[src/rtl/aes_pad_pkg.sv]
// Shared types and constants for the AES-CTR pad stream.
// Holds the FSM state enum and the block/pad geometry.
package aes_pad_pkg;

    typedef enum logic [1:0] {
        IDLE,
        ISSUE,
        STREAM
    } state_e;

    localparam int AES_BLOCK_W   = 128;
    localparam int PAD_W         = 512;
    localparam int LANES_PER_PAD = 4;

endpackage

[src/rtl/aes_ctr_pad_stream_aes.sv]
// Behavioural stand-in for the 128-bit AES core: same handshake and
// fixed latency as the real core, but the CTR block {nonce, counter}
// comes out unencrypted.
// Ports: req_val_i/req_rdy_o accept one block (nonce_i, counter_i);
// pad_o/pad_val_o/pad_rdy_i return it LATENCY cycles later.
module aes #(
    parameter int DATA_WIDTH = 128,
    parameter int LATENCY    = 3
) (
    input  logic                  clk,
    input  logic                  rst_n,
    input  logic                  req_val_i,
    output logic                  req_rdy_o,
    input  logic [95:0]           nonce_i,
    input  logic [31:0]           counter_i,
    output logic [DATA_WIDTH-1:0] pad_o,
    output logic                  pad_val_o,
    input  logic                  pad_rdy_i
);

    localparam int CW = $clog2(LATENCY + 1);

    logic                  busy_q, busy_d;
    logic                  val_q, val_d;
    logic [CW-1:0]         cnt_q, cnt_d;
    logic [DATA_WIDTH-1:0] blk_q, blk_d;

    always_comb begin
        busy_d = busy_q;
        val_d  = val_q;
        cnt_d  = cnt_q;
        blk_d  = blk_q;
        if (!busy_q && req_val_i) begin
            busy_d = 1'b1;
            cnt_d  = CW'(LATENCY - 1);
            blk_d  = DATA_WIDTH'({nonce_i, counter_i});
        end else if (busy_q && !val_q) begin
            if (cnt_q == '0) val_d = 1'b1;
            else             cnt_d = cnt_q - CW'(1);
        end else if (val_q && pad_rdy_i) begin
            val_d  = 1'b0;
            busy_d = 1'b0;
        end
    end

    always_ff @(posedge clk) begin
        if (!rst_n) begin
            busy_q <= 1'b0;
            val_q  <= 1'b0;
            cnt_q  <= '0;
            blk_q  <= '0;
        end else begin
            busy_q <= busy_d;
            val_q  <= val_d;
            cnt_q  <= cnt_d;
            blk_q  <= blk_d;
        end
    end

    assign req_rdy_o = !busy_q;
    assign pad_o     = blk_q;
    assign pad_val_o = val_q;

endmodule

[src/rtl/shield_muxp.sv]
// One-hot-free N:1 word multiplexer on a packed bus.
// Ports: data_i (N words of WIDTH), sel_i (word index), data_o.
module shield_muxp #(
    parameter int WIDTH = 512,
    parameter int N     = 2,
    parameter int SEL_W = (N > 1) ? $clog2(N) : 1
) (
    input  logic [N*WIDTH-1:0] data_i,
    input  logic [SEL_W-1:0]   sel_i,
    output logic [WIDTH-1:0]   data_o
);

    always_comb begin
        data_o = '0;
        for (int i = 0; i < N; i++) begin
            if (sel_i == SEL_W'(i)) data_o = data_i[i*WIDTH +: WIDTH];
        end
    end

endmodule

[src/rtl/aes_ctr_pad_stream.sv]
// AES-CTR keystream generator: NUM_AES parallel cores, streams req_len
// 512-bit pad words for one (nonce, counter) request.
// Ports: req_* request handshake; pad/pad_val/pad_rdy/pad_last output
// stream; busy high whenever not idle.
module aes_ctr_pad_stream
    import aes_pad_pkg::*;
#(
    parameter int NUM_AES   = 4,
    parameter int LEN_WIDTH = 16,
    parameter int PAD_WIDTH = 512
) (
    input  logic                 clk,
    input  logic                 rst_n,
    input  logic [95:0]          req_nonce,
    input  logic [31:0]          req_counter,
    input  logic [LEN_WIDTH-1:0] req_len,
    input  logic                 req_val,
    output logic                 req_rdy,
    output logic [PAD_WIDTH-1:0] pad,
    output logic                 pad_val,
    input  logic                 pad_rdy,
    output logic                 pad_last,
    output logic                 busy
);

    localparam int BURSTS = NUM_AES / LANES_PER_PAD;
    localparam int BW     = (BURSTS > 1) ? $clog2(BURSTS) : 1;

    if (!(NUM_AES == 4 || NUM_AES == 8 ||
          NUM_AES == 16 || NUM_AES == 32)) begin : g_bad_num
        $error("NUM_AES must be 4, 8, 16 or 32");
    end
    if (PAD_WIDTH != PAD_W) begin : g_bad_pad
        $error("PAD_WIDTH must be 512");
    end

    state_e               state_q, state_d;
    logic [95:0]          nonce_q, nonce_d;
    logic [31:0]          ctr_base_q, ctr_base_d;
    logic [LEN_WIDTH-1:0] remaining_q, remaining_d;
    logic [BW-1:0]        burst_idx_q, burst_idx_d;

    logic                           core_req_val;
    logic                           core_pad_rdy;
    logic [NUM_AES-1:0]             core_req_rdy;
    logic [NUM_AES-1:0]             core_pad_val;
    logic [NUM_AES*AES_BLOCK_W-1:0] core_pad;

    logic all_rdy, all_val, last_word, batch_end;

    assign all_rdy   = &core_req_rdy;
    assign all_val   = &core_pad_val;
    assign last_word = remaining_q == LEN_WIDTH'(1);
    assign batch_end = last_word || burst_idx_q == BW'(BURSTS - 1);

    for (genvar i = 0; i < NUM_AES; i++) begin : g_core
        aes #(
            .DATA_WIDTH(AES_BLOCK_W)
        ) u_aes (
            .clk      (clk),
            .rst_n    (rst_n),
            .req_val_i(core_req_val),
            .req_rdy_o(core_req_rdy[i]),
            .nonce_i  (nonce_q),
            .counter_i(ctr_base_q + 32'(i)),
            .pad_o    (core_pad[i*AES_BLOCK_W +: AES_BLOCK_W]),
            .pad_val_o(core_pad_val[i]),
            .pad_rdy_i(core_pad_rdy)
        );
    end

    if (BURSTS == 1) begin : g_nomux
        assign pad = core_pad[PAD_WIDTH-1:0];
    end else begin : g_mux
        shield_muxp #(
            .WIDTH(PAD_WIDTH),
            .N    (BURSTS),
            .SEL_W(BW)
        ) u_mux (
            .data_i(core_pad),
            .sel_i (burst_idx_q),
            .data_o(pad)
        );
    end

    always_comb begin
        state_d      = state_q;
        nonce_d      = nonce_q;
        ctr_base_d   = ctr_base_q;
        remaining_d  = remaining_q;
        burst_idx_d  = burst_idx_q;
        req_rdy      = 1'b0;
        core_req_val = 1'b0;
        core_pad_rdy = 1'b0;
        pad_val      = 1'b0;
        pad_last     = 1'b0;
        unique case (state_q)
            IDLE: begin
                req_rdy = all_rdy;
                if (req_val && all_rdy) begin
                    nonce_d     = req_nonce;
                    ctr_base_d  = req_counter;
                    remaining_d = req_len;
                    burst_idx_d = '0;
                    // A zero-length request is consumed without output.
                    if (req_len != '0) state_d = ISSUE;
                end
            end
            ISSUE: begin
                if (all_rdy) begin
                    core_req_val = 1'b1;
                    state_d      = STREAM;
                end
            end
            STREAM: begin
                pad_val  = all_val;
                pad_last = all_val && last_word;
                if (all_val && pad_rdy) begin
                    remaining_d = remaining_q - LEN_WIDTH'(1);
                    burst_idx_d = burst_idx_q + BW'(1);
                    // Pop the whole batch; leftover lanes are dropped.
                    if (batch_end) begin
                        core_pad_rdy = 1'b1;
                        burst_idx_d  = '0;
                        ctr_base_d   = ctr_base_q + 32'(NUM_AES);
                        state_d      = last_word ? IDLE : ISSUE;
                    end
                end
            end
            default: state_d = IDLE;
        endcase
    end

    always_ff @(posedge clk) begin
        if (!rst_n) begin
            state_q     <= IDLE;
            nonce_q     <= '0;
            ctr_base_q  <= '0;
            remaining_q <= '0;
            burst_idx_q <= '0;
        end else begin
            state_q     <= state_d;
            nonce_q     <= nonce_d;
            ctr_base_q  <= ctr_base_d;
            remaining_q <= remaining_d;
            burst_idx_q <= burst_idx_d;
        end
    end

    assign busy = state_q != IDLE;

endmodule
[config.mk]
export PLATFORM = sky130hd
export DESIGN_NAME = aes_ctr_pad_stream
export DESIGN_NICKNAME = d
export VERILOG_FILES = /design/src/rtl/aes_pad_pkg.sv /design/src/rtl/aes_ctr_pad_stream_aes.sv /design/src/rtl/shield_muxp.sv /design/src/rtl/aes_ctr_pad_stream.sv
export SDC_FILE = /design/constraint.sdc
export NUM_CORES = 1
export LEC_CHECK = 0
export ABC_AREA = 1
export BUFFER_PORTS_ARGS = -buffer_cell sky130_fd_sc_hd__buf_2
export CELL_PAD_IN_SITES_DETAIL_PLACEMENT = 1
export CELL_PAD_IN_SITES_GLOBAL_PLACEMENT = 1
export CORE_UTILIZATION = 23
export CTS_BUF_LIST = sky130_fd_sc_hd__clkbuf_4 sky130_fd_sc_hd__clkbuf_8
export CTS_CLUSTER_SIZE = 14
export DETAILED_ROUTE_END_ITERATION = 10
export PLACE_DENSITY_LB_ADDON = 0.15
export SLEW_MARGIN = 20
export SYNTH_ARGS = -nofsm -noshare
export SYNTH_HDL_FRONTEND = slang
export SYNTH_SLANG_ARGS = --single-unit
export TNS_END_PERCENT = 20
[constraint.sdc]
create_clock -name clk -period 2.3 [get_ports clk]
set_input_delay 0.115 -clock clk [delete_from_list [all_inputs] [get_ports clk]]
set_output_delay 0.115 -clock clk [all_outputs]
set_load 0.005 [all_outputs]
; ---- Word level (Yosys, flattened, before mapping)
; Cells that the tools add are included.
[totals]
rom_bits = 0
reg_bits = 675
inputBits = 148
latch_bits = 0
word_cells = 193
ramBits = 0
mem_count = 0
[op_classes]
eq_ne = 20
reduce_logical = 70
n_mul = 0
div_mod_pow = 0
bitwise_logic = 10
n_mux = 58
shift = 0
magnitude_cmp = 0
n_addsub = 10
[op_table]
columns = cell, count
row1 = $mux 32, 3
row2 = $add 32x2->32 const B, 2
row3 = $pmux 32 s2, 1
row4 = $mux 2, 17
row5 = $add 32x1->32 const B, 1
row6 = $add 32x3->32 const B, 1
row7 = $mux 1, 32
row8 = $mux 16, 2
row9 = $pmux 16 s2, 1
row10 = $reduce_bool 2->1, 14
row11 = $reduce_and 2->1, 13
row12 = $ne 2x2->1 const B, 9
row13 = $eq 16x1->1 const B, 1
row14 = $ne 2x1->1 const B, 8
row15 = $reduce_bool 16->1, 1
row16 = $sub 16x1->16 const B, 1
row17 = $logic_and 1x1->1, 15
row18 = $reduce_and 3->1, 5
row19 = $reduce_and 4->1, 3
row20 = $logic_not 2->1, 5
row21 = $not 1->1, 10
row22 = $logic_not 1->1, 8
row23 = $reduce_or 2->1, 4
row24 = $sub 2x1->2 const B, 4
row25 = 7 further kinds, 7

; ---- Longest topological paths before layout
[depth]
word_depth = 9
ltp_mapped = 13
mapped_depth_nobuf = 12

; ---- Cells and area by module
; Synthesis repeated with hierarchy kept, for this count alone.
[hier_totals]
cells_unflattened = 3666
area_unflattened_um2 = 26849.5
[by_module_without_submodules]
columns = module, cells_per_inst, instances, seq_area_each_um2, area_per_inst_um2
row1 = aes, 579, 4, 2642.5, 4603.2
row2 = aes_ctr_pad_stream, 1350, 1, 2942.8, 8436.8

; ---- Worst setup path before layout
; OpenSTA, ideal clock, no wires.
[synth_timing]
kind = reg-to-reg
from = register ctr_base_q[0]
to = register g_core[3].u_aes.blk_q[28]
path_stages_with_launch = 13
setup_slack_ps = 249
setup_time_ps = 113
period_less_slack_ps = 2051
arrival_time_ps = 1938
required_ps = 2187
path_cell_list = dfxtp_1 > clkinv_1 > ha_1 > inv_1 > nand2_1 > nor2_1 > nand2_1 > nor2_2 > nand2_1 > nand2_1 > nand2_1 > o21ai_1 > inv_1
[synth_between]
elab_chain_cells = 1
[synth_rtl]
columns = element, line
row1 = "start, declared", aes_ctr_pad_stream.sv:39  ; logic [31:0] ctr_base_q, ctr_base_d;
row2 = "start signal, assigned", aes_ctr_pad_stream.sv:144  ; ctr_base_q <= ctr_base_d;
row3 = $add 32x2->32, aes_ctr_pad_stream.sv:65  ; .counter_i(ctr_base_q + 32'(i)),
row4 = "end signal, assigned", aes_ctr_pad_stream_aes.sv:56  ; blk_q <= blk_d;
row5 = "end, declared", aes_ctr_pad_stream_aes.sv:26  ; logic [DATA_WIDTH-1:0] blk_q, blk_d;
; Every way passes these cells.
; A chain may end at the register's enable or synchronous reset.

; ---- Worst setup path in the final report
[layout_timing]
from = register remaining_q[1]
to = output pad_last
[layout_between]
elab_chain_cells = 3
[layout_rtl]
columns = element, line
row1 = "start, declared", aes_ctr_pad_stream.sv:40  ; logic [LEN_WIDTH-1:0] remaining_q, remaining_d;
row2 = "start signal, assigned", aes_ctr_pad_stream.sv:145  ; remaining_q <= remaining_d;
row3 = $eq 16x1->1, aes_ctr_pad_stream.sv:53  ; assign last_word = remaining_q == LEN_WIDTH'(1);
row4 = $logic_and 1x1->1, aes_ctr_pad_stream.sv:117  ; pad_last = all_val && last_word;
row5 = $mux 1, aes_ctr_pad_stream.sv:97  ; unique case (state_q)
row6 = "end, declared", aes_ctr_pad_stream.sv:22  ; output logic pad_last,
; Every way passes these cells.

==> impl_metrics.ini <==
[cts]
cts_tree = yes
h-tree-depth = 4
clock_latency_ns = 0.83
cts.sinks = 675
clock_path_buffers = 3
clk_pin_slew_ns = 0.06
cts_root_buf = clkbuf_8
numCtsBuffers = 134

[die]
start_util_pct = 23.3
dieArea_um2 = 109000
ios = 664
fp.dieH_um = 329
fp.coreArea_um2 = 106000
num_rows = 119
die_width_um = 329

[placed_design]
placed_cells = 5208
hpwl_um = 81500
gp_congestion = 0.830
dpl_cell_area_um2 = 29600
port_buffers = 663

[grt]
grt_max_degree = 142
grt_pass1_wl_um = 163000
track_usage_pct = 20.0
antenna_found_initial = 10
grt_pass1_vias = 24564
grt-ovfl-total = 0

[synthesis]
yosys.area.top_type_share_pct = 54.8
avgSynthCellArea_um2 = 7.61
synth_area_leaders = dfxtp_1 (55%), nand2_1 (19%), nor2_1 (6.1%), o21ai_0 (4.3%), inv_1 (2.1%)
yosysTopAreaCell = dfxtp_1
synthCells = 3240
ys_seq_elements = 675
muxShareOfSynthArea_pct = 0
synthesis.nets = 3395
ys.warnings.count = 0
syn_area_um2 = 24700
synthAdderAreaFrac_pct = 0.355
synth_xor_area_share_pct = 0.639
yosysSeqAreaShare_pct = 54.8
synth-simple-area-share_pct = 30.1
synth_compound_area_share_pct = 8.24
synth_top_family_by_area = simple AND/OR/NAND/NOR gates
yosys.cell_types.count = 48

[pwr]
clkPwrFrac_pct = 32.3
ir_worst_vdd_uv = 391
p_sw_share_pct = 37.1
netSwitchingPower_mw = 15.1
combPwrFrac_pct = 29.0
seqPwrFrac_pct = 38.7
leakage_nw = 17.7
p_int_mw = 25.5
p_per_area_nw_per_um2 = 1180

[sta]
fin_crit_sh_pct = 96.1
fmax_mhz = 453
worst_pin_slew_ns = 0.776
setup_viol = 0
final_max_slew_viol_count = 0
clock_skew_ns = 0.0467
rsz0062_at_grt = yes
setup_tns_ns = 0
relSlewSlack_pct = 48.3
period_minus_slack_ns = 2.21
hold_ws_ns = 0.118
hold_viol = 0

[flow_run]
maxCapViolCount = 0

[route]
via_per_inst = 4.33
drc = 0
drt-initial-drc-count = 975
drtPass1Iterations = 4
avgRoutedWirePerCell_um = 19.7
vias = 24414
antenna_left = 0
wirelength_um = 111000

[layout]
finalNonFillerCells = 5634
final_layout_size_suffix_gt1_share_pct = 24.5
finalInstanceArea_um2 = 34400
fin_util_pct = 32.5
finalNetCount = 4295
syn_to_final_growth_pct = 39.4
n_fill_cell = 13080

[min_path]
hp-class = in -> reg

[setup_path]
worst_ep_arrival_time_ns = 2.09
critPathCaptureType = primary output
crit_fanout = 5
worstSetupPathType = reg -> out
critPathLaunchType = flip-flop
critPathRequiredTime_ns = 2.18

[outcome]
status = finished clean
[logic make-up (layout without fill, tap and decap cells)]
kind of cell | after synthesis | count (layout)
AOI/OAI and AO/OA | 379 | 379
xor gates and xnor gates | 18 | 18
adders and majority gates | 7 | 7
buffers and inverters | 304 | 1298
DFF | 675 | 675
other | 0 | 9
and+or+nand+nor | 1857 | 1857
[layout by cell type (no fill, tap or decap), types with 53 or more instances in the layout]
cell type / Yosys / layout
inv_1: 136 / 135
buf_2: 68 / 662
dlygate4sd3_1: 0 / 185
buf_4: 8 / 53
o21ai_0: 212 / 212
a21oi_1: 95 / 95
nand3_1: 96 / 96
clkbuf_8: 0 / 165
nor2_1: 398 / 396
dfxtp_1: 675 / 673
nand2_1: 1274 / 1273
[cell usage after synthesis (all sizes together)]
master	number
nor2	428
and2	1
nand4	14
ha	7
buf	102
o221ai	1
o21bai	1
nand3	97
clkinv	3
a21oi	95
nand2	1295
o31ai	4
xor2	17
o2111ai	2
nor4	4
clkbuf	55
a22oi	6
o211ai	8
a22o	7
o2bb2ai	2
xnor2	1
o22ai	2
a31oi	11
or2	1
a21o	1
dfxtp	675
inv	144
a211oi	4
o21ai	229
nor3	16
nand3b	1
o21a	6
[layout make-up]
class / count / area [um2] / area share (%)
inverter: 147 / 559 / 1.63
clock buffer: 200 / 2530 / 7.37
antenna: 9 / 22.5 / 0.0655
multi-input combinational: 2261 / 9740 / 28.3
timing repair buffer: 921 / 5960 / 17.3
sequential: 675 / 13500 / 39.3
clock inverter: 30 / 330 / 0.960
tap: 1391 / 1740 / 5.06
[flip-flops by register name, indices dropped and copies added (netlist names)]
signal                  cells
g_core.u_aes.cnt_q          8
g_core.u_aes.busy_q         4
burst_idx_q                 1
nonce_q                    96
ctr_base_q                 32
g_core.u_aes.pad_o        512
g_core.u_aes.pad_val_o      4
state_q                     2
remaining_q                16
[power by group through the flow]
stage	Combinational, mW	Clock (mW)	Sequential [mW]
floorplan	6.43	0	15.6
global placement	11.4	0	15.9
detailed placement	11.5	0	16.0
CTS	12.0	13.6	15.7
global route	13.1	14.2	16.0
finish	11.8	13.1	15.7
[stage by stage]
step	power [mW]	worst slack, ns
floorplan	22.0	0.249
global placement	27.4	0.0683
detailed placement	27.4	0.0772
CTS	41.4	0.000519
global route	43.3	-0.0589
finish	40.6	0.0901
[layer usage]
layer / wire length [um] / track usage (%)
met3: 6720 / 5.31
met1: 49500 / 25.0
met2: 52500 / 33.3
met5: 27 / 0
met4: 2420 / 6.05
[worst max-delay path, cell delays in order (launching register included)]
cell	delay [ns]
dfxtp_1	0.29
inv_1	0.13
ha_1	0.22
nand3_1	0.16
nor4_4	0.33
buf_2	0.17
[what timing repair did]
item | 4_1_cts | 5_1_grt
setup endpoints to repair | 1 | 40
hold buffers | 185 | 0
setup buffers | 2 | 0
resized for setup | 8 | 3
endpoints found under the hold margin | 213 | 0
pin swaps | 2 | 1
[path summary, 6_finish.rpt]
kind | start | to | slack, ns | cells past startpoint
setup / recovery | remaining_q[1] | pad_last | 0.09 | 5
hold / removal | req_nonce[78] | nonce_q[78] | 0.12 | 4
setup reg to reg | state_q[1] | remaining_q[10] | 0.12 | 9
hold reg to reg | g_core[1].u_aes.pad_o[118] | g_core[1].u_aes.pad_o[118] | 0.44 | 2
No activity file was read; power rests on OpenSTA's default activity.
